**src/rtl/muldiv_unit_if.sv**
```systemverilog
// Handshake and result bundle between the E-stage issue logic and the iterative multiply/divide unit.
interface muldiv_unit_if;
    logic        startE;
    logic [1:0]  opE;
    logic [31:0] srcaE;
    logic [31:0] srcbE;
    logic        hiloreadE;
    logic        busy;
    logic        stallMD;
    logic        done;
    logic [31:0] hi;
    logic [31:0] lo;

    modport master (
        output startE, opE, srcaE, srcbE, hiloreadE,
        input  busy, stallMD, done, hi, lo
    );

    modport slave (
        input  startE, opE, srcaE, srcbE, hiloreadE,
        output busy, stallMD, done, hi, lo
    );
endinterface

```
**src/rtl/muldiv_unit.sv**
```systemverilog
// Iterative radix-2 MULT/MULTU/DIV/DIVU unit, 32 cycles per operation, HI/LO result registers.
// Divide support is compiled only when MULDIV_DIVIDE_EN is defined; otherwise DIV/DIVU are no-ops.
module muldiv_unit (
    input  logic         clk,
    input  logic         reset,
    muldiv_unit_if.slave md
);

    typedef enum logic {IDLE, BUSY} state_e;

    state_e      state_q, state_d;
    logic [5:0]  count_q, count_d;
    logic [31:0] hi_q, hi_d, lo_q, lo_d;
    logic        done_q, done_d;
    logic [63:0] work_q, work_d;
    logic [31:0] opnd_q, opnd_d;
    logic        sa_q, sa_d, sb_q, sb_d;

    logic        busy;
    logic        accept;
    logic        start_div;
    logic        sign_a, sign_b;
    logic [31:0] abs_a, abs_b;
    logic [32:0] msum;
    logic [63:0] mul_step;
    logic [63:0] step;
    logic [31:0] res_hi, res_lo;

    // Two's-complement negate when neg is set; used both for magnitudes and final sign correction.
    function automatic logic [31:0] fix32(input logic neg, input logic [31:0] v);
        return neg ? (~v + 32'd1) : v;
    endfunction

    function automatic logic [63:0] fix64(input logic neg, input logic [63:0] v);
        return neg ? (~v + 64'd1) : v;
    endfunction

    assign busy   = (state_q == BUSY);
    assign sign_a = md.opE[0] & md.srcaE[31];
    assign sign_b = md.opE[0] & md.srcbE[31];
    assign abs_a  = fix32(sign_a, md.srcaE);
    assign abs_b  = fix32(sign_b, md.srcbE);

    // Multiply: work = {partial product, remaining multiplier bits}, shift right each step.
    assign msum     = {1'b0, work_q[63:32]} + (work_q[0] ? {1'b0, opnd_q} : 33'd0);
    assign mul_step = {msum, work_q[31:1]};

`ifdef MULDIV_DIVIDE_EN
    logic        div_q, div_d;
    logic        bzero_q, bzero_d;
    logic [32:0] dtop;
    logic        dge;
    logic [31:0] drem;
    logic [63:0] div_step;

    // Divide: work = {remainder, dividend/quotient}; the shifted-out dividend bit joins the trial remainder.
    assign dtop      = work_q[63:31];
    assign dge       = dtop >= {1'b0, opnd_q};
    assign drem      = dtop[31:0] - opnd_q;
    assign div_step  = dge ? {drem, work_q[30:0], 1'b1} : {work_q[62:0], 1'b0};
    assign step      = div_q ? div_step : mul_step;
    assign start_div = md.opE[1];
    assign accept    = md.startE;

    always_comb begin
        {res_hi, res_lo} = fix64(sa_q ^ sb_q, step);
        if (div_q) begin
            res_hi = fix32(sa_q, step[63:32]);
            res_lo = bzero_q ? 32'hFFFF_FFFF : fix32(sa_q ^ sb_q, step[31:0]);
        end
    end

    always_comb begin
        div_d   = div_q;
        bzero_d = bzero_q;
        if (!busy && accept) begin
            div_d   = start_div;
            bzero_d = (md.srcbE == 32'd0);
        end
    end

    always_ff @(posedge clk) begin
        div_q   <= div_d;
        bzero_q <= bzero_d;
    end
`else
    assign step      = mul_step;
    assign start_div = 1'b0;
    assign accept    = md.startE & ~md.opE[1];
    assign {res_hi, res_lo} = fix64(sa_q ^ sb_q, step);
`endif

    always_comb begin
        state_d = state_q;
        count_d = count_q;
        hi_d    = hi_q;
        lo_d    = lo_q;
        done_d  = 1'b0;
        work_d  = work_q;
        opnd_d  = opnd_q;
        sa_d    = sa_q;
        sb_d    = sb_q;
        case (state_q)
            IDLE: begin
                if (accept) begin
                    state_d = BUSY;
                    count_d = 6'd32;
                    sa_d    = sign_a;
                    sb_d    = sign_b;
                    opnd_d  = start_div ? abs_b : abs_a;
                    work_d  = {32'd0, start_div ? abs_a : abs_b};
                end
            end
            BUSY: begin
                work_d  = step;
                count_d = count_q - 6'd1;
                if (count_q == 6'd1) begin
                    state_d = IDLE;
                    hi_d    = res_hi;
                    lo_d    = res_lo;
                    done_d  = 1'b1;
                end
            end
            default: state_d = IDLE;
        endcase
    end

    always_ff @(posedge clk) begin
        if (reset) begin
            state_q <= IDLE;
            count_q <= 6'd0;
            hi_q    <= 32'd0;
            lo_q    <= 32'd0;
            done_q  <= 1'b0;
        end else begin
            state_q <= state_d;
            count_q <= count_d;
            hi_q    <= hi_d;
            lo_q    <= lo_d;
            done_q  <= done_d;
        end
    end

    // Datapath registers need no reset: they are reloaded on every accepted operation.
    always_ff @(posedge clk) begin
        work_q <= work_d;
        opnd_q <= opnd_d;
        sa_q   <= sa_d;
        sb_q   <= sb_d;
    end

    assign md.busy    = busy;
    assign md.stallMD = busy & (md.startE | md.hiloreadE);
    assign md.done    = done_q;
    assign md.hi      = hi_q;
    assign md.lo      = lo_q;

endmodule

```
**src/flat_wrapper.sv**
```systemverilog
// flat-port wrapper written by rule: the top's interface ports become plain ports
module muldiv_unit_flat 
  (clk, reset, md_startE, md_opE, md_srcaE, md_srcbE, md_hiloreadE, md_busy, md_stallMD, md_done, md_hi, md_lo);
  muldiv_unit_if md_i ();
  input  logic clk;
  input  logic reset;
  input wire logic [$bits(md_i.startE)-1:0] md_startE;
  input wire logic [$bits(md_i.opE)-1:0] md_opE;
  input wire logic [$bits(md_i.srcaE)-1:0] md_srcaE;
  input wire logic [$bits(md_i.srcbE)-1:0] md_srcbE;
  input wire logic [$bits(md_i.hiloreadE)-1:0] md_hiloreadE;
  output wire logic [$bits(md_i.busy)-1:0] md_busy;
  output wire logic [$bits(md_i.stallMD)-1:0] md_stallMD;
  output wire logic [$bits(md_i.done)-1:0] md_done;
  output wire logic [$bits(md_i.hi)-1:0] md_hi;
  output wire logic [$bits(md_i.lo)-1:0] md_lo;
  assign md_i.startE = md_startE;
  assign md_i.opE = md_opE;
  assign md_i.srcaE = md_srcaE;
  assign md_i.srcbE = md_srcbE;
  assign md_i.hiloreadE = md_hiloreadE;
  assign md_busy = md_i.busy;
  assign md_stallMD = md_i.stallMD;
  assign md_done = md_i.done;
  assign md_hi = md_i.hi;
  assign md_lo = md_i.lo;
  muldiv_unit u_core (.clk(clk), .reset(reset), .md(md_i));
endmodule
```
**config.mk**
```make
export PLATFORM = sky130hd
export DESIGN_NAME = muldiv_unit_flat
export DESIGN_NICKNAME = d
export VERILOG_FILES = /design/src/rtl/muldiv_unit_if.sv /design/src/rtl/muldiv_unit.sv /design/src/flat_wrapper.sv
export SDC_FILE = /design/constraint.sdc
export NUM_CORES = 1
export LEC_CHECK = 0
export ABC_AREA = 1
export CAP_MARGIN = 20
export CELL_PAD_IN_SITES_DETAIL_PLACEMENT = 0
export CELL_PAD_IN_SITES_GLOBAL_PLACEMENT = 2
export CORE_ASPECT_RATIO = 1.5
export CORE_UTILIZATION = 33
export CTS_BUF_LIST = sky130_fd_sc_hd__clkbuf_8
export DETAILED_ROUTE_END_ITERATION = 10
export MAX_ROUTING_LAYER = met4
export PLACE_DENSITY = 0.91
export SKIP_LAST_GASP = 1
export SLEW_MARGIN = 20
export SYNTH_ARGS = -nofsm -noshare
export SYNTH_HDL_FRONTEND = slang
export SYNTH_SLANG_ARGS = --single-unit
```
**constraint.sdc**
```tcl
create_clock -name clk -period 3.6 [get_ports clk]
set_input_delay 0.72 -clock clk [delete_from_list [all_inputs] [get_ports clk]]
set_output_delay 0.72 -clock clk [all_outputs]
set_load 0.01 [all_outputs]
```
==> out/summary.txt <==
initial core utilization -> 0.335
YS warnings -> 0
clock transition at the registers of the reported paths -> 0.09 ns
Yosys reg bits -> 170
CTS root buf -> clkbuf_8
global-route wire length before repair -> 59200 µm
share of the synthesized area in the top cell type -> 0.251
number of max-cap violations -> 0
most frequent cells in the layout -> 517 x nand2_1, 233 x inv_1, 193 x nor2_1
PwrDens -> 369 nW/µm²
Syn-to-layout area delta -> 20.8%
largest net degree at the start of global routing -> 69
routability cong. -> 0.921
GRT Total Usage -> 0.224
HP Class -> reg2reg
Startpoint Class -> flip-flop
min Tclk post-route -> 3.22 ns
Fin Hold WS -> 0.452 ns
DP HPWL -> 31100 µm
static leakage -> 6.38 nW
f_max -> 311 MHz
# resized after CTS -> 0
drt pass-1 iters -> 5
fin worst setup slack -> 0.382 ns
vias in the first global route -> 11.2k
Wirelength per Cell -> 16.4 µm
status -> complete, no violations
Cell Area, Synth -> 11700 µm²
period utilisation layout -> 0.894
die height -> 233 µm
Vias/cell -> 4.82
row count -> 84
die area -> 36400 µm²
Max IR drop VDD -> 163 µV
largest cells by area after synthesis -> edfxtp_1 25%, nand2_1 17%, dfxtp_1 12%
synthesized instance count -> 1731
crit path max fanout -> 31
Final Max Slew Viols -> 0
Worst Setup SP -> u_core.work_q[0]$_DFFE_PP_
core area -> 35100 µm²
setup violators final -> 0
sequential share of power -> 0.435
clk buf depth -> 2
Sw Share -> 0.347
setup_tns -> 0 ns
syn nets -> 1839
share of layout cells above drive strength 1 -> 0.0532
ys async rst share -> 0
Crit Path Category -> reg2reg
Slew @ Worst Pin -> 0.781 ns
initial DRC count -> 614
Hold Vio Cnt, Final -> 0
Post-synth EDFFs -> 98
Crit. End Element -> flip-flop
Synth Area per Inst -> 6.78 µm²
Clk Latency, worst-skew pair -> 0.50 ns
dpl ws -> 0.216 ns
CTS H-Tree Depth -> 4
CTS buffer count -> 17
n_diodes -> 0
most common cell after layout, fill and taps aside -> nand2_1
Clk pwr share -> 0.280
grt total ovfl -> 0
DP Cell Count -> 2322
fin cells -> 2354
Post-CTS Setup Inserts -> 0
CTS tree -> built
Post-CTS Hold Buffers -> 0
register area share after synthesis -> 0.373
switching power of the nets -> 1.82 mW
CP Data Required Time -> 3.99 ns
final wirelength -> 38500 µm
Worst R2R Start -> u_core.work_q[0]$_DFFE_PP_
remaining antenna violation count -> 0
via count -> 11.4k
Storage cell area -> 4380 µm²
initial antenna violation count -> 0
Sink Count -> 170
crit path DAT -> 3.61 ns
drt drc -> 0
Yosys top cell by area -> edfxtp_1
Final nets -> 1976
Top Ports -> 137
Synth Flop Type -> edfxtp_1
Filler cells -> 3826
Hold Startpoint -> u_core.md.hi[13]$_SDFFE_PP0P_
Int Power -> 3.42 mW
Max transition margin -> 0.474
area of the multi-input gates -> 6310 µm²
RSZ-0062 raised after global routing -> false
Die Span X -> 156 µm
combinational share of power -> 0.285
IO Port Bufs -> 136
Yosys cell types -> 44
Layout Skew -> 0.0150 ns
-- sequential cells by signal, summed over array words and instances, names as in the netlist --
name	cells
u_core.count_q	6
u_core.md.busy	1
u_core.md.done	1
u_core.md.hi	32
u_core.md.lo	32
u_core.opnd_q	32
u_core.sa_q	1
u_core.sb_q	1
u_core.work_q	64
-- synth_stat cells, types with 2 or more instances --
cell type and n:
a211oi_1 2, a21o_1 2, a21oi_1 88, a31oi_1 3, a32o_1 7, buf_1 3, buf_2 5, clkbuf_1 32
clkinv_1 2, dfxtp_1 72, edfxtp_1 98, ha_1 37, inv_1 235, inv_2 9, nand2_1 517, nand2_2 10
nand3_1 111, nand3_2 2, nand3b_1 16, nand4_1 28, nor2_1 194, nor2_2 11, nor3_1 35, nor3_2 2
nor4_1 9, o211ai_1 2, o21ai_0 103, o21ai_1 9, o21bai_1 7, o31ai_1 2, or2_2 6, xnor2_1 25
xnor2_2 2, xor2_1 35
-- cell type report --
cell class	instances	area share
Inverter	246	0.0651
Clock inverter	13	0.0104
Multi-Input combinational cell	1275	0.445
Timing Repair Buffer	158	0.110
Tap cell	473	0.0417
Clock buffer	19	0.0184
Sequential cell	170	0.309
-- critical path: stages (launching register included) --
cell and delay, ns:
edfxtp_1 0.44, buf_12 0.19, nand2_1 0.07, inv_1 0.08
ha_1 0.41, nand2_1 0.16, inv_1 0.10, nand2_1 0.12
nor3_1 0.26, nand3_1 0.28, nand2_1 0.16, nand2_1 0.06
nand2_1 0.18, nand2_1 0.07, nor2_1 0.15, nand2_1 0.09
nand2_1 0.08, nand3_1 0.08, nand2_1 0.07, o21ai_1 0.06
-- per-stage QoR --
step / power, mW / util / instance area (µm²)
floorplan: 3.25 / - / 11700
global placement: 3.81 / 0.392 / 13800
detailed placement: 3.81 / 0.392 / 13800
CTS: 5.29 / 0.404 / 14200
global route: 5.53 / 0.404 / 14200
finish: 5.23 / 0.404 / 14200
-- path summary, 6_finish.rpt --
| check | endpoint | slack, ns | cells after the start |
|---|---|---|---|
| setup / recovery | u_core.md.hi[27]$_SDFFE_PP0P_ | 0.38 | 19 |
| hold reg to reg | u_core.md.hi[13]$_SDFFE_PP0P_ | 0.45 | 2 |
| hold / removal | u_core.md.hi[13]$_SDFFE_PP0P_ | 0.45 | 2 |
| setup reg to reg | u_core.md.hi[27]$_SDFFE_PP0P_ | 0.38 | 19 |
-- cells by family after synthesis --
| kind of cell | count (synthesis) | share of synthesized area |
|---|---|---|
| xor gates and xnor gates | 62 | 0.0475 |
| AOI/OAI and AO/OA | 230 | 0.106 |
| adders and majority gates | 38 | 0.0411 |
| buffers and inverters | 286 | 0.0920 |
| and+or+nand+nor | 945 | 0.340 |
| DFF | 170 | 0.373 |
-- routing by layer --
layer	GRT usage	routed length [µm]	vias to the layer above	part of all wire
li1	-	-	5880	-
met1	0.217	14400	5155	0.38
met2	0.429	21300	241	0.55
met3	0.0255	863	79	0.022
met4	0.119	1920	0	0.050
met5	-	0	-	0
-- power by group through the flow --
| stage | logic [mW] | registers, mW | clock network, mW |
|---|---|---|---|
| CTS | 1.50 | 2.27 | 1.51 |
| global placement | 1.49 | 2.32 | 0 |
| floorplan | 0.950 | 2.30 | 0 |
| global route | 1.67 | 2.29 | 1.57 |
| detailed placement | 1.49 | 2.32 | 0 |
| finish | 1.49 | 2.27 | 1.47 |
(Power assumes the default switching activity.)
